$ cat config.mk
export PLATFORM = sky130hd
export DESIGN_NAME = axi_line_master_flat
export DESIGN_NICKNAME = d
export VERILOG_FILES = /design/src/rtl/axi_line_master_if.sv /design/src/rtl/axi_line_master.sv /design/src/flat_wrapper.sv
export SDC_FILE = /design/constraint.sdc
export NUM_CORES = 1
export LEC_CHECK = 0
export ABC_AREA = 1
export CAP_MARGIN = 10
export CELL_PAD_IN_SITES_DETAIL_PLACEMENT = 1
export CELL_PAD_IN_SITES_GLOBAL_PLACEMENT = 1
export CORE_AREA = 3 3 566 568
export CTS_CLUSTER_DIAMETER = 120
export CTS_CLUSTER_SIZE = 25
export DETAILED_ROUTE_END_ITERATION = 10
export DIE_AREA = 0 0 569 571
export PLACE_DENSITY = 0.41
export SLEW_MARGIN = 10
export SYNTH_ARGS = -nofsm -noshare
export SYNTH_HDL_FRONTEND = slang
export SYNTH_SLANG_ARGS = --single-unit
$ cat constraint.sdc
create_clock -name clk -period 30.7 [get_ports clk]
set_clock_uncertainty 0.15 [all_clocks]
set_input_delay 6.14 -clock clk [delete_from_list [all_inputs] [get_ports clk]]
set_output_delay 6.14 -clock clk [all_outputs]
set_load 0.01 [all_outputs]
$ cat src/rtl/axi_line_master_if.sv
// AXI4 bus between the cache-line master and the MIG s_axi_* slave port.
// Burst/lock/cache/prot are tied off at SoC level and are not carried here.
interface axi_line_master_if #(
  parameter int ID_WIDTH   = 4,
  parameter int ADDR_WIDTH = 32,
  parameter int DATA_WIDTH = 128
);
  logic [ID_WIDTH-1:0]     awid;
  logic [ADDR_WIDTH-1:0]   awaddr;
  logic [7:0]              awlen;
  logic [2:0]              awsize;
  logic                    awvalid;
  logic                    awready;

  logic [DATA_WIDTH-1:0]   wdata;
  logic [DATA_WIDTH/8-1:0] wstrb;
  logic                    wlast;
  logic                    wvalid;
  logic                    wready;

  logic [ID_WIDTH-1:0]     bid;
  logic [1:0]              bresp;
  logic                    bvalid;
  logic                    bready;

  logic [ID_WIDTH-1:0]     arid;
  logic [ADDR_WIDTH-1:0]   araddr;
  logic [7:0]              arlen;
  logic [2:0]              arsize;
  logic                    arvalid;
  logic                    arready;

  logic [ID_WIDTH-1:0]     rid;
  logic [DATA_WIDTH-1:0]   rdata;
  logic [1:0]              rresp;
  logic                    rlast;
  logic                    rvalid;
  logic                    rready;

  modport master (
    output awid, awaddr, awlen, awsize, awvalid, input  awready,
    output wdata, wstrb, wlast, wvalid,         input  wready,
    input  bid, bresp, bvalid,                  output bready,
    output arid, araddr, arlen, arsize, arvalid, input arready,
    input  rid, rdata, rresp, rlast, rvalid,    output rready
  );

  modport slave (
    input  awid, awaddr, awlen, awsize, awvalid, output awready,
    input  wdata, wstrb, wlast, wvalid,         output wready,
    output bid, bresp, bvalid,                  input  bready,
    input  arid, araddr, arlen, arsize, arvalid, output arready,
    output rid, rdata, rresp, rlast, rvalid,    input  rready
  );
endinterface

$ cat src/rtl/axi_line_master.sv
// Cache-line AXI4 master: one whole-line request becomes one INCR burst, then the
// refill line or write status is returned. Single outstanding transaction.
module axi_line_master #(
  parameter int ID_WIDTH   = 4,
  parameter int ADDR_WIDTH = 32,
  parameter int DATA_WIDTH = 128,
  parameter int BEATS      = 4,
  parameter int TXN_ID     = 0
) (
  input  logic                          clk,
  input  logic                          rst,
  input  logic                          req_valid,
  output logic                          req_ready,
  input  logic                          req_write,
  input  logic [ADDR_WIDTH-1:0]         req_addr,
  input  logic [BEATS*DATA_WIDTH-1:0]   req_wdata,
  output logic                          resp_valid,
  input  logic                          resp_ready,
  output logic                          resp_write,
  output logic [BEATS*DATA_WIDTH-1:0]   resp_rdata,
  output logic                          resp_err,
  axi_line_master_if.master             axi
);
  localparam int BEAT_W = $clog2(BEATS);
  localparam int CNT_W  = BEAT_W + 1;
  localparam int OFF_W  = $clog2(BEATS * DATA_WIDTH / 8);
  localparam int SIZE   = $clog2(DATA_WIDTH / 8);
  localparam logic [CNT_W-1:0] LAST_BEAT = CNT_W'(BEATS - 1);
  localparam logic [CNT_W-1:0] NUM_BEATS = CNT_W'(BEATS);

  typedef enum logic [2:0] {
    IDLE, RD_ADDR, RD_DATA, WR_ADDR, WR_DATA, WR_RESP, RESP
  } state_e;

  typedef logic [BEATS-1:0][DATA_WIDTH-1:0] line_t;

  state_e                state_q, state_d;
  logic [ADDR_WIDTH-1:0] addr_q, addr_d;
  logic                  write_q, write_d;
  line_t                 line_q, line_d;
  logic [CNT_W-1:0]      beat_q, beat_d;
  logic                  err_q, err_d;
  logic                  req_ready_q, req_ready_d;
  logic                  arvalid_q, arvalid_d;
  logic                  rready_q, rready_d;
  logic                  awvalid_q, awvalid_d;
  logic                  wvalid_q, wvalid_d;
  logic                  bready_q, bready_d;
  logic                  resp_valid_q, resp_valid_d;

  always_comb begin
    // NOTE: every _d gets its hold value first so no path through the case can infer a latch.
    state_d      = state_q;
    addr_d       = addr_q;
    write_d      = write_q;
    line_d       = line_q;
    beat_d       = beat_q;
    err_d        = err_q;
    req_ready_d  = req_ready_q;
    arvalid_d    = arvalid_q;
    rready_d     = rready_q;
    awvalid_d    = awvalid_q;
    wvalid_d     = wvalid_q;
    bready_d     = bready_q;
    resp_valid_d = resp_valid_q;

    unique case (state_q)
      IDLE: begin
        if (req_valid) begin
          addr_d      = {req_addr[ADDR_WIDTH-1:OFF_W], OFF_W'(0)};
          write_d     = req_write;
          line_d      = req_wdata;
          err_d       = 1'b0;
          beat_d      = '0;
          req_ready_d = 1'b0;
          if (req_write) begin
            awvalid_d = 1'b1;
            state_d   = WR_ADDR;
          end else begin
            arvalid_d = 1'b1;
            state_d   = RD_ADDR;
          end
        end
      end
      RD_ADDR: begin
        if (axi.arready) begin
          arvalid_d = 1'b0;
          rready_d  = 1'b1;
          state_d   = RD_DATA;
        end
      end
      RD_DATA: begin
        if (axi.rvalid) begin
          // Beats beyond the line are still accepted to drain the burst, but not stored.
          if (beat_q < NUM_BEATS) line_d[beat_q[BEAT_W-1:0]] = axi.rdata;
          if (axi.rresp != 2'b00) err_d = 1'b1;
          if (axi.rlast) begin
            if (beat_q != LAST_BEAT) err_d = 1'b1;
            rready_d     = 1'b0;
            resp_valid_d = 1'b1;
            state_d      = RESP;
          end else begin
            if (beat_q >= LAST_BEAT) err_d = 1'b1;
            if (beat_q < NUM_BEATS) beat_d = beat_q + CNT_W'(1);
          end
        end
      end
      WR_ADDR: begin
        if (axi.awready) begin
          awvalid_d = 1'b0;
          wvalid_d  = 1'b1;
          state_d   = WR_DATA;
        end
      end
      WR_DATA: begin
        if (axi.wready) begin
          // The line shifts down so the next beat is always presented from slot 0.
          for (int i = 0; i < BEATS - 1; i++) line_d[i] = line_q[i + 1];
          if (beat_q == LAST_BEAT) begin
            wvalid_d = 1'b0;
            bready_d = 1'b1;
            state_d  = WR_RESP;
          end else begin
            beat_d = beat_q + CNT_W'(1);
          end
        end
      end
      WR_RESP: begin
        if (axi.bvalid) begin
          if (axi.bresp != 2'b00) err_d = 1'b1;
          bready_d     = 1'b0;
          resp_valid_d = 1'b1;
          state_d      = RESP;
        end
      end
      RESP: begin
        if (resp_ready) begin
          resp_valid_d = 1'b0;
          req_ready_d  = 1'b1;
          state_d      = IDLE;
        end
      end
      default: state_d = IDLE;
    endcase
  end

  // NOTE: non-blocking assignments so every flop samples the pre-edge _d values together.
  always_ff @(posedge clk) begin
    if (rst) begin
      state_q      <= IDLE;
      beat_q       <= '0;
      err_q        <= 1'b0;
      req_ready_q  <= 1'b1;
      arvalid_q    <= 1'b0;
      rready_q     <= 1'b0;
      awvalid_q    <= 1'b0;
      wvalid_q     <= 1'b0;
      bready_q     <= 1'b0;
      resp_valid_q <= 1'b0;
    end else begin
      state_q      <= state_d;
      beat_q       <= beat_d;
      err_q        <= err_d;
      req_ready_q  <= req_ready_d;
      arvalid_q    <= arvalid_d;
      rready_q     <= rready_d;
      awvalid_q    <= awvalid_d;
      wvalid_q     <= wvalid_d;
      bready_q     <= bready_d;
      resp_valid_q <= resp_valid_d;
    end
  end

  // NOTE: the line buffer and address are not reset; they are reloaded on every accept before use.
  always_ff @(posedge clk) begin
    addr_q  <= addr_d;
    write_q <= write_d;
    line_q  <= line_d;
  end

  assign req_ready  = req_ready_q;
  assign resp_valid = resp_valid_q;
  assign resp_write = write_q;
  assign resp_rdata = line_q;
  assign resp_err   = err_q;

  assign axi.awid    = ID_WIDTH'(TXN_ID);
  assign axi.awaddr  = addr_q;
  assign axi.awlen   = 8'(BEATS - 1);
  assign axi.awsize  = 3'(SIZE);
  assign axi.awvalid = awvalid_q;
  assign axi.wdata   = line_q[0];
  assign axi.wstrb   = '1;
  assign axi.wlast   = (beat_q == LAST_BEAT);
  assign axi.wvalid  = wvalid_q;
  assign axi.bready  = bready_q;
  assign axi.arid    = ID_WIDTH'(TXN_ID);
  assign axi.araddr  = addr_q;
  assign axi.arlen   = 8'(BEATS - 1);
  assign axi.arsize  = 3'(SIZE);
  assign axi.arvalid = arvalid_q;
  assign axi.rready  = rready_q;

  // IDs are not checked with a single transaction in flight; offset bits are forced to zero.
  logic unused_bits;
  assign unused_bits = ^{axi.rid, axi.bid, req_addr[OFF_W-1:0]};
endmodule
$ cat src/flat_wrapper.sv
// flat-port wrapper written by rule: the top's interface ports become plain ports
module axi_line_master_flat 
#(
  parameter int ID_WIDTH   = 4,
  parameter int ADDR_WIDTH = 32,
  parameter int DATA_WIDTH = 128,
  parameter int BEATS      = 4,
  parameter int TXN_ID     = 0
)
  (clk, rst, req_valid, req_ready, req_write, req_addr, req_wdata, resp_valid, resp_ready, resp_write, resp_rdata, resp_err, axi_awid, axi_awaddr, axi_awlen, axi_awsize, axi_awvalid, axi_awready, axi_wdata, axi_wstrb, axi_wlast, axi_wvalid, axi_wready, axi_bid, axi_bresp, axi_bvalid, axi_bready, axi_arid, axi_araddr, axi_arlen, axi_arsize, axi_arvalid, axi_arready, axi_rid, axi_rdata, axi_rresp, axi_rlast, axi_rvalid, axi_rready);
  axi_line_master_if #(.ID_WIDTH(ID_WIDTH), .ADDR_WIDTH(ADDR_WIDTH), .DATA_WIDTH(DATA_WIDTH)) axi_i ();
  input  logic clk;
  input  logic rst;
  input  logic req_valid;
  output logic req_ready;
  input  logic req_write;
  input  logic [ADDR_WIDTH-1:0] req_addr;
  input  logic [BEATS*DATA_WIDTH-1:0] req_wdata;
  output logic resp_valid;
  input  logic resp_ready;
  output logic resp_write;
  output logic [BEATS*DATA_WIDTH-1:0] resp_rdata;
  output logic resp_err;
  output wire logic [$bits(axi_i.awid)-1:0] axi_awid;
  output wire logic [$bits(axi_i.awaddr)-1:0] axi_awaddr;
  output wire logic [$bits(axi_i.awlen)-1:0] axi_awlen;
  output wire logic [$bits(axi_i.awsize)-1:0] axi_awsize;
  output wire logic [$bits(axi_i.awvalid)-1:0] axi_awvalid;
  input wire logic [$bits(axi_i.awready)-1:0] axi_awready;
  output wire logic [$bits(axi_i.wdata)-1:0] axi_wdata;
  output wire logic [$bits(axi_i.wstrb)-1:0] axi_wstrb;
  output wire logic [$bits(axi_i.wlast)-1:0] axi_wlast;
  output wire logic [$bits(axi_i.wvalid)-1:0] axi_wvalid;
  input wire logic [$bits(axi_i.wready)-1:0] axi_wready;
  input wire logic [$bits(axi_i.bid)-1:0] axi_bid;
  input wire logic [$bits(axi_i.bresp)-1:0] axi_bresp;
  input wire logic [$bits(axi_i.bvalid)-1:0] axi_bvalid;
  output wire logic [$bits(axi_i.bready)-1:0] axi_bready;
  output wire logic [$bits(axi_i.arid)-1:0] axi_arid;
  output wire logic [$bits(axi_i.araddr)-1:0] axi_araddr;
  output wire logic [$bits(axi_i.arlen)-1:0] axi_arlen;
  output wire logic [$bits(axi_i.arsize)-1:0] axi_arsize;
  output wire logic [$bits(axi_i.arvalid)-1:0] axi_arvalid;
  input wire logic [$bits(axi_i.arready)-1:0] axi_arready;
  input wire logic [$bits(axi_i.rid)-1:0] axi_rid;
  input wire logic [$bits(axi_i.rdata)-1:0] axi_rdata;
  input wire logic [$bits(axi_i.rresp)-1:0] axi_rresp;
  input wire logic [$bits(axi_i.rlast)-1:0] axi_rlast;
  input wire logic [$bits(axi_i.rvalid)-1:0] axi_rvalid;
  output wire logic [$bits(axi_i.rready)-1:0] axi_rready;
  assign axi_awid = axi_i.awid;
  assign axi_awaddr = axi_i.awaddr;
  assign axi_awlen = axi_i.awlen;
  assign axi_awsize = axi_i.awsize;
  assign axi_awvalid = axi_i.awvalid;
  assign axi_i.awready = axi_awready;
  assign axi_wdata = axi_i.wdata;
  assign axi_wstrb = axi_i.wstrb;
  assign axi_wlast = axi_i.wlast;
  assign axi_wvalid = axi_i.wvalid;
  assign axi_i.wready = axi_wready;
  assign axi_i.bid = axi_bid;
  assign axi_i.bresp = axi_bresp;
  assign axi_i.bvalid = axi_bvalid;
  assign axi_bready = axi_i.bready;
  assign axi_arid = axi_i.arid;
  assign axi_araddr = axi_i.araddr;
  assign axi_arlen = axi_i.arlen;
  assign axi_arsize = axi_i.arsize;
  assign axi_arvalid = axi_i.arvalid;
  assign axi_i.arready = axi_arready;
  assign axi_i.rid = axi_rid;
  assign axi_i.rdata = axi_rdata;
  assign axi_i.rresp = axi_rresp;
  assign axi_i.rlast = axi_rlast;
  assign axi_i.rvalid = axi_rvalid;
  assign axi_rready = axi_i.rready;
  axi_line_master #(.ID_WIDTH(ID_WIDTH), .ADDR_WIDTH(ADDR_WIDTH), .DATA_WIDTH(DATA_WIDTH), .BEATS(BEATS), .TXN_ID(TXN_ID)) u_core (.clk(clk), .rst(rst), .req_valid(req_valid), .req_ready(req_ready), .req_write(req_write), .req_addr(req_addr), .req_wdata(req_wdata), .resp_valid(resp_valid), .resp_ready(resp_ready), .resp_write(resp_write), .resp_rdata(resp_rdata), .resp_err(resp_err), .axi(axi_i));
endmodule
Yosys cells after proc, flatten, opt, wreduce, memory -nomap -nowiden
Index checks and enable logic that the tools add are counted.
{ "classes": {"addsub": 1, "n_lt_le_gt_ge": 4, "n_eq_ne": 23, "muxes": 63, "n_reduce_logical": 27} }
{ "ops": {"columns": ["op", "count"], "rows": [
  ["two-way mux 512 bit", 3],
  ["one-hot mux 384 bit (3 select lines)", 1],
  ["bitwise mux 512 bit", 1],
  ["two-way mux 384 bit", 1],
  ["demux 128 bit (select 2 bit)", 1],
  ["one-hot mux 128 bit (2 select lines)", 1],
  ["two-way mux 128 bit", 1],
  ["two-way mux 3 bit", 15],
  ["two-way mux 1 bit", 28],
  ["!= test 2 bit, second input constant", 13],
  ["AND reduction 4 bit", 6],
  ["one-hot mux 3 bit (7 select lines)", 1],
  ["nonzero test 2 bit", 9],
  ["AND reduction 5 bit", 3],
  ["one-hot mux 1 bit (2 select lines)", 6],
  ["== test 3 x 2 -> 1 bit, second input constant", 3],
  ["== test 3 bit, second input constant", 3],
  ["one-hot mux 3 bit (3 select lines)", 1],
  ["AND reduction 9 bit", 1],
  ["nonzero test 3 bit", 3],
  ["AND reduction 7 bit", 1],
  ["one-hot mux 1 bit (3 select lines)", 2],
  ["!= test 2 x 1 -> 1 bit, second input constant", 2],
  ["adder 3 x 1 -> 3 bit, second input constant", 1],
  ["11 further kinds", 11]
]} }
{ "totals": {"ff_bits": 553, "inputBits": 695, "word_cells": 134} }

Logic depth before layout (Yosys ltp)
Gate-level depths: netlist of run 1.
{ "logic_depth": {"word_depth": 8, "ltp_mapped": 10} }

Least setup slack after synthesis of run 1
No wires, ideal clock.
{ "synth_timing": {"path_type": "input -> register", "from": "input axi_rvalid", "to": "register u_core.line_q, in the netlist u_core.axi.wdata[0], enable pin", "setup_time_ns": 0.734, "t_arrival_ns": 13.986, "setup_slack_ns": 15.831, "path_stages": 6, "path_buffers": 0, "cell_sequence": "inv_1 > nand3_1 > nand2_2 > nor2_4 > nand2_2 > inv_1"} }
{ "synth_between": {"elab_chain_len": 2} }
{ "synth_lines": {"columns": ["item", "line", "text"], "rows": [
  ["start: declaration", "flat_wrapper.sv:49", "input wire logic [$bits(axi_i.rvalid)-1:0] axi_rvalid;"],
  ["!= test 2 bit (no source line)", null, null],
  ["AND reduction 5 bit (no source line)", null, null],
  ["end signal: assignment", "axi_line_master.sv:178", "line_q <= line_d;"],
  ["end: declaration", "axi_line_master.sv:40", "line_t line_q, line_d;"]
]} }
No other way between the ends.
A chain may end at the register's enable or synchronous reset.

Final worst setup path of run 1
{ "layout_timing": {"from": "input req_valid", "to": "register u_core.line_q, in the netlist u_core.resp_rdata[323], enable pin"} }
{ "layout_between": {"elab_chain_len": 2} }
{ "layout_lines": {"columns": ["item", "line", "text"], "rows": [
  ["start: declaration", "flat_wrapper.sv:14", "input logic req_valid;"],
  ["!= test 2 bit (no source line)", null, null],
  ["AND reduction 5 bit (no source line)", null, null]
]} }
No other way between the ends.

==> results by group, run 1 <==
Outcome
  • Status: finished clean

Worst hold path
  • Tightest Hold Check Type: reg2reg
  • HP Start: u_core.axi.rready
  • Hold depth: 2
  • Worst Hold End: u_core.axi.rready

Detailed routing
  • Routed vias/inst: 3.689
  • Starting DRT DRC Count: 2163
  • Post-route ant nets: 0
  • Routed wire length: between 200000 and 300000 um
  • DR WL/cell: 28.64 um
  • Vias: 32710
  • DRC violations left: 0
  • Pre-Repair DR Iteration Count: 5

Clock network
  • Post-CTS Setup Repair Bufs: 0
  • CTS Root Cell: clkbuf_16
  • Hold buffer count at CTS: 0
  • Post-CTS resize count: 0
  • Clock slew at reported path FFs: 0.11 ns
  • Clock sink count: 553
  • TritonCTS buffer count: 41
  • CTS H-tree lvls: 2
  • Clock latency at the later pin of the worst-skew pair: around 0.69 ns
  • CTS max path bufs: 3
  • TritonCTS clock tree: yes

Synth
  • Yosys reg bits: 553
  • Number of synthesized flops with an enable pin: between 500 and 600
  • Post-synth top cells: nand2_1 (1057), nand3_1 (776), edfxtp_1 (539), o211ai_1 (385), buf_4 (224)
  • Syn Inst Count: between 3000 and 4000
  • Main synth FF type: edfxtp_1
  • Cell with the most instances after synthesis: nand2_1
  • YS warnings: 0
  • Library cells used by synthesis: 29
  • Ys async rst share: 0%
  • Top cell type's share of synthesized area: between 50% and 60%
  • Post-synthesis sequential area ratio: a little over 50%
  • Synth top area cells: edfxtp_1 (51%), nand2_1 (12%), nand3_1 (12%)
  • Syn Area/Cell: approximately 9 um2
  • Synth area leader: edfxtp_1
  • Synthesized area: 31850 um2

Pwr
  • Total power: 5.820 mW
  • Switch share: 49.48%
  • Int Pwr: around 2.9 mW
  • Sequential share of power: 33.3%
  • P_sw: 2.880 mW
  • Pwr per Cell Area: 115.7 nW/um2
  • Pleak: between 15 and 20 nW
  • Clock share of power: between 10% and 20%
  • VDD IR max: roughly 0.06 mV
  • Combinational share of power: between 50 and 60%

Critical path
  • Critical path origin: req_valid
  • Kind of critical path: in2reg
  • Worst-path fanout max: 92
  • Arrival time worst endpoint: 9.54 ns
  • R2R cell count: 9
  • Crit end category: flop
  • Worst R2R Setup Slack: 24.87 ns
  • Worst Setup Start Kind: input port
  • WP data required: a little over 30 ns
  • R2r endpoint: u_core.resp_rdata[332]
  • Reg2reg start: u_core.state_q[2]

Finish
  • Area grow syn2layout: 57.87%
  • Layout cells sized above 1: 3.261%
  • Area of the multi-input gates: around 12000 um2
  • # fillers: 36910
  • Non-filler cells, final: approximately 8900
  • Storage element area: between 15000 and 20000 um2
  • Nets: 5360

Die
  • Chip height: 571 um
  • Core Box Area: 315200 um2
  • Die width: 569 um
  • Standard-cell rows: 206
  • Starting Density: roughly a tenth
  • Die area: 324900 um2
  • Io pins: about 1500

Placed design
  • DP HPWL: 200000 um
  • Placed insts: 8777
  • IO Port Bufs: about 1400
  • Routability cong.: 0.8385

Global routing
  • Vias in the first global route: 33930
  • Initial antenna violation count: 50
  • Global-route wire length before repair: 331800 um
  • Largest net degree at the start of global routing: 107
  • GR Overflow Total: 0
  • Total GRT Usage: 14.88%

STA
  • Setup TNS: 0 ns
  • Worst relative slew slack: 26.11%
  • Worst-margin pin slew: 1.108 ns
  • RSZ-0062 raised after global routing: false
  • Final hold viol count: 0
  • Max Slew Vio Count: 0
  • Endpoints failing setup: 0
  • Max Freq: 106.3 MHz
  • Period utilization: 30.63%
  • Final min period: between 9 and 10 ns

Flow run
  • Number of max-cap violations: 0
-- state kept, by name, indices dropped and copies added (netlist names) --
name and flops:
u_core.resp_rdata 384, u_core.axi.wdata 128, u_core.axi.araddr 26, u_core.beat_q 3
u_core.state_q 3, u_core.axi.arvalid 1, u_core.axi.awvalid 1, u_core.axi.bready 1
u_core.axi.rready 1, u_core.axi.wvalid 1, u_core.req_ready 1, u_core.resp_err 1
u_core.resp_valid 1, u_core.resp_write 1
-- power by group through the flow --
stage | combinational (mW) | sequential (mW) | clock (mW)
2_1_floorplan | 1.17 | 2.07 | 0
3_3_place_gp | 3.30 | 1.95 | 0
3_5_place_dp | 3.29 | 1.96 | 0
4_1_cts | 3.31 | 1.95 | 0.734
5_1_grt | 3.46 | 1.99 | 0.745
6_report | 3.19 | 1.94 | 0.691
-- layout make-up --
cell class                 count  area share (%)
multi-input combinational   2478           24.16
tap                         4160           10.35
sequential                   553           32.74
antenna                       15         0.07464
inverter                     148           1.135
clock buffer                  44           2.147
clock inverter                31          0.9455
timing repair buffer        1438           28.44
-- metal layers --
metal / global-route usage (%) / part of all wire [%] / wire length, um / up-vias
met5: 0 / 0.13 / 325 / -
met4: 2.890 / 1.9 / 4830 / 50
met3: 7.185 / 11 / 28740 / 173
met2: 23.88 / 45 / 114300 / 1275
met1: 18.02 / 42 / 105800 / 16600
li1: - / - / - / 14610
-- layout by cell type, fill, tap and decap left out, types with 14 or more instances in the layout --
cell type,Yosys,final
buf_4,224,52
dfxtp_1,14,14
nand2_1,1057,1057
o21ai_0,134,134
o211ai_1,385,385
edfxtp_1,539,539
inv_1,146,145
clkbuf_16,0,43
nor2_1,26,25
conb_1,2,58
nand3_1,776,776
clkdlybuf4s50_1,0,1382
diode_2,0,15
-- how the worst max path moves through the flow --
stage / to / slack [ns] / depth (start not counted)
floorplan: u_core.axi.wdata[0] / 15.83 / 6
global placement: u_core.axi.wdata[69] / 20.59 / 9
detailed placement: u_core.axi.wdata[68] / 20.58 / 9
CTS: u_core.resp_rdata[323] / 21.38 / 9
global route: u_core.resp_rdata[323] / 21.17 / 9
finish: u_core.resp_rdata[323] / 21.30 / 9
-- per-stage QoR --
stage / area, um2 / hold WS, ns / worst slack [ns] / utilization, %
global route: 50280 / 0.3490 / 21.17 / 15.95
CTS: 50250 / 0.3155 / 21.38 / 15.94
floorplan: 32060 / 0.3171 / 15.83 / -
global placement: 48700 / 0.3100 / 20.59 / 15.45
finish: 50290 / 0.3099 / 21.30 / 15.95
detailed placement: 48700 / 0.2983 / 20.58 / 15.45
-- worst max-delay path, cell delays in order --
cell and delay, ns:
clkdlybuf4s50_1 0.49, inv_1 0.09, nand3_2 0.10, nand2_2 0.12, nor2_4 0.16, nand2_2 0.13
inv_8 0.55, buf_4 0.60, buf_4 0.83
-- kinds of logic after synthesis --
kind of cell    count (synthesis)  synth area share, %
simple gates                 1884                25.58
compound gates                531                11.38
other cells                     2              0.02358
buf+inv                       660                11.13
fa+ha+maj                       5               0.1964
flops                         553                51.69
Note: power is estimated with default switching activity, not from simulation.
==> run 2, diff against run 1 <==
--- a/config.mk
+++ b/config.mk
@@ -9,11 +9,11 @@
 export CAP_MARGIN = 10
 export CELL_PAD_IN_SITES_DETAIL_PLACEMENT = 1
 export CELL_PAD_IN_SITES_GLOBAL_PLACEMENT = 1
-export CORE_AREA = 3 3 566 568
+export CORE_AREA = 3 3 559 561
 export CTS_CLUSTER_DIAMETER = 120
 export CTS_CLUSTER_SIZE = 25
 export DETAILED_ROUTE_END_ITERATION = 10
-export DIE_AREA = 0 0 569 571
+export DIE_AREA = 0 0 562 564
 export PLACE_DENSITY = 0.41
 export SLEW_MARGIN = 10
 export SYNTH_ARGS = -nofsm -noshare
==> constraint.sdc (replaced) <==
create_clock -name clk -period 8.93 [get_ports clk]
set_clock_uncertainty 0.15 [all_clocks]
set_input_delay 1.786 -clock clk [delete_from_list [all_inputs] [get_ports clk]]
set_output_delay 1.786 -clock clk [all_outputs]
set_load 0.01 [all_outputs]
==> run 2 against run 1 <==
  * Global-route usage increased by 0.38 points
  * Sequential power grew to 3.4 times the previous value
  * Critical path depth is 6 lower
  * Worst setup slack got worse by 17 ns
  * Count of clock-buffer cells in the layout decreased by 2
  * Combinational power rose to 3.4 times the previous value
  * Sequential share of layout area is essentially flat
  * Final cell count down 0.58%
==> results by group, run 2 (synthesis results as in run 1) <==
Outcome
  • Status: finished clean

STA
  • Final min period: 4.408 ns
  • Max Slew Vio Count: 0 (unchanged)
  • Final hold viol count: 0 (unchanged)
  • Period utilization: 49.36%
  • RSZ-0062 raised after global routing: false
  • Endpoints failing setup: 0 (unchanged)
  • Hold_ws: 0.3055 ns (-0.004491 ns)
  • Max Freq: 226.9 MHz
  • Setup TNS: 0 ns (unchanged)
  • Worst-margin pin slew: 1.280 ns (+0.1716 ns)
  • Worst relative slew slack: 14.67% (-11 points)

Critical path
  • Worst Setup Start Kind: flop
  • Crit end category: output port
  • WP data required: 6.99 ns (-23.84 ns)
  • Reg2reg start: u_core.state_q[2]
  • Kind of critical path: reg2out
  • Arrival time worst endpoint: 2.47 ns (-7.07 ns)
  • Worst R2R Setup Slack: 4.64 ns (-20.23 ns)
  • Worst-path fanout max: 16 (-83%)
  • R2R cell count: 7 (-2)
  • R2r endpoint: u_core.axi.wdata[40]

Placed design
  • DP Area: 48680 um2 (about the same)
  • IO Port Bufs: 1382 (unchanged)
  • Routability cong.: 0.8411 (+0.31%)
  • DP HPWL: 200800 um (+0.38%)

Die
  • Starting Density: 10.33% (+0.23 points)
  • Core Box Area: 308300 um2 (-2.2%)
  • Io pins: 1455 (unchanged)
  • Die width: 562 um (-1.2%)
  • Die area: 317000 um2 (-2.4%)
  • Standard-cell rows: 204 (-0.97%)
  • Chip height: 564 um (-1.2%)

Clock network
  • Hold buffer count at CTS: 0 (unchanged)
  • CTS Root Cell: clkbuf_16
  • Post-CTS Setup Repair Bufs: 0 (unchanged)
  • Clock sink count: 553 (unchanged)
  • TritonCTS clock tree: yes
  • Clock slew at reported path FFs: 0.11 ns (about the same)
  • TritonCTS buffer count: 40 (-2.4%)
  • CTS H-tree lvls: 2 (unchanged)
  • Clock latency at the later pin of the worst-skew pair: 0.72 ns (+0.03 ns)
  • Post-CTS resize count: 0 (unchanged)
  • CTS max path bufs: 3 (unchanged)

Global routing
  • Vias in the first global route: 33610 (-0.95%)
  • Total GRT Usage: 15.26% (+0.38 points)
  • Global-route wire length before repair: 331700 um (about the same)
  • Largest net degree at the start of global routing: 170 (+59%)
  • Initial antenna violation count: 61 (+22%)
  • GR Overflow Total: 0 (unchanged)

Pwr
  • VDD IR max: 0.3406 mV (+470%)
  • Pleak: 17.17 nW (-0.16%)
  • Pwr per Cell Area: 399.3 nW/um2 (+250%)

Flow run
  • Number of max-cap violations: 0 (unchanged)

Finish
  • # fillers: 36310 (-1.6%)
  • Most frequent cells in the layout: clkdlybuf4s50_1 (1382), nand2_1 (1057), nand3_1 (776)
  • Layout cells sized above 1: 3.157% (-0.10 points)
  • Final core utilization: 16.29% (+0.33 points)
  • Area of the multi-input gates: 12150 um2 (unchanged)
  • Storage element area: 16470 um2 (unchanged)
  • Commonest non-fill, non-tap cell in the layout: clkdlybuf4s50_1
  • Area grow syn2layout: 57.65%
  • Finished layout cell area: 50220 um2 (-0.14%)
  • Max FFs per register: 384 (unchanged)
  • Nets: 5356 (-0.075%)

Detailed routing
  • Post-route ant nets: 0 (unchanged)
  • DR WL/cell: 28.87 um (+0.79%)
  • Vias: 32890 (+0.54%)
  • Routed wire length: 254500 um (+0.21%)
  • DRC violations left: 0 (unchanged)
  • Starting DRT DRC Count: 2376 (+9.8%)
  • Pre-Repair DR Iteration Count: 5 (unchanged)
  • Routed vias/inst: 3.730 (+1.1%)

Worst hold path
  • Hold depth: 2 (unchanged)
  • Worst Hold End: u_core.axi.rready
  • Tightest Hold Check Type: reg2reg
  • HP Start: u_core.axi.rready
-- run 2: cell types whose count changed in the layout (fill, tap and decap cells not counted), sizes merged --
cell / change
buf: -3
clkbuf: -2
clkinv: +2
clkinvlp: +1
diode: -7
inv: -2
-- run 2: worst max-delay path by stage --
stage / from / endpoint / slack [ns]
floorplan: axi_rvalid / u_core.axi.wdata[0] / 0.42
global placement: req_valid / u_core.resp_rdata[460] / 3.66
detailed placement: req_valid / u_core.resp_rdata[461] / 3.65
CTS: u_core.beat_q[0] / axi_wlast / 4.29
global route: u_core.beat_q[0] / axi_wlast / 4.32
finish: u_core.beat_q[0] / axi_wlast / 4.52
-- run 2: metrics by stage --
step           worst slack [ns]  power, mW  std cells
6_report                  4.522      20.05       8816
5_1_grt                   4.318      21.29       8812
4_1_cts                   4.290      20.66       8808
3_5_place_dp              3.648      18.13       8734
3_3_place_gp              3.659      18.10       8734
2_1_floorplan            0.4223      10.93       3691
-- run 2: layout make-up --
cell class                      instances  share of cell area, %
Sequential cell                       553                  32.79
Timing Repair Buffer                 1435                  28.56
Multi-Input combinational cell       2478                  24.19
Tap cell                             4120                  10.26
Clock buffer                           42                  2.050
Inverter                              148                  1.129
Clock inverter                         32                 0.9717
Antenna cell                            8                0.03986
-- run 2: worst max-delay path, stage by stage, from the launching register on --
cell             delay [ns]
dfxtp_1                0.52
ha_4                   0.44
ha_1                   0.24
clkdlybuf4s50_1        0.59
-- run 2: power by group --
group	total (mW)	internal (mW)	switching [mW]
clock	2.36	1.01	1.34
sequential	6.66	5.12	1.54
combinational	11.0	3.99	7.05
total	20.1	10.1	9.94
-- run 2: metal layers --
layer  vias to the layer above  track usage, %  part of all wire, %
met5                         -               0                 0.14
met4                        54           2.697                  1.6
met3                       169           6.477                   10
met2                      1272           24.80                   46
met1                     16800           18.89                   42
li1                      14590               -                    -
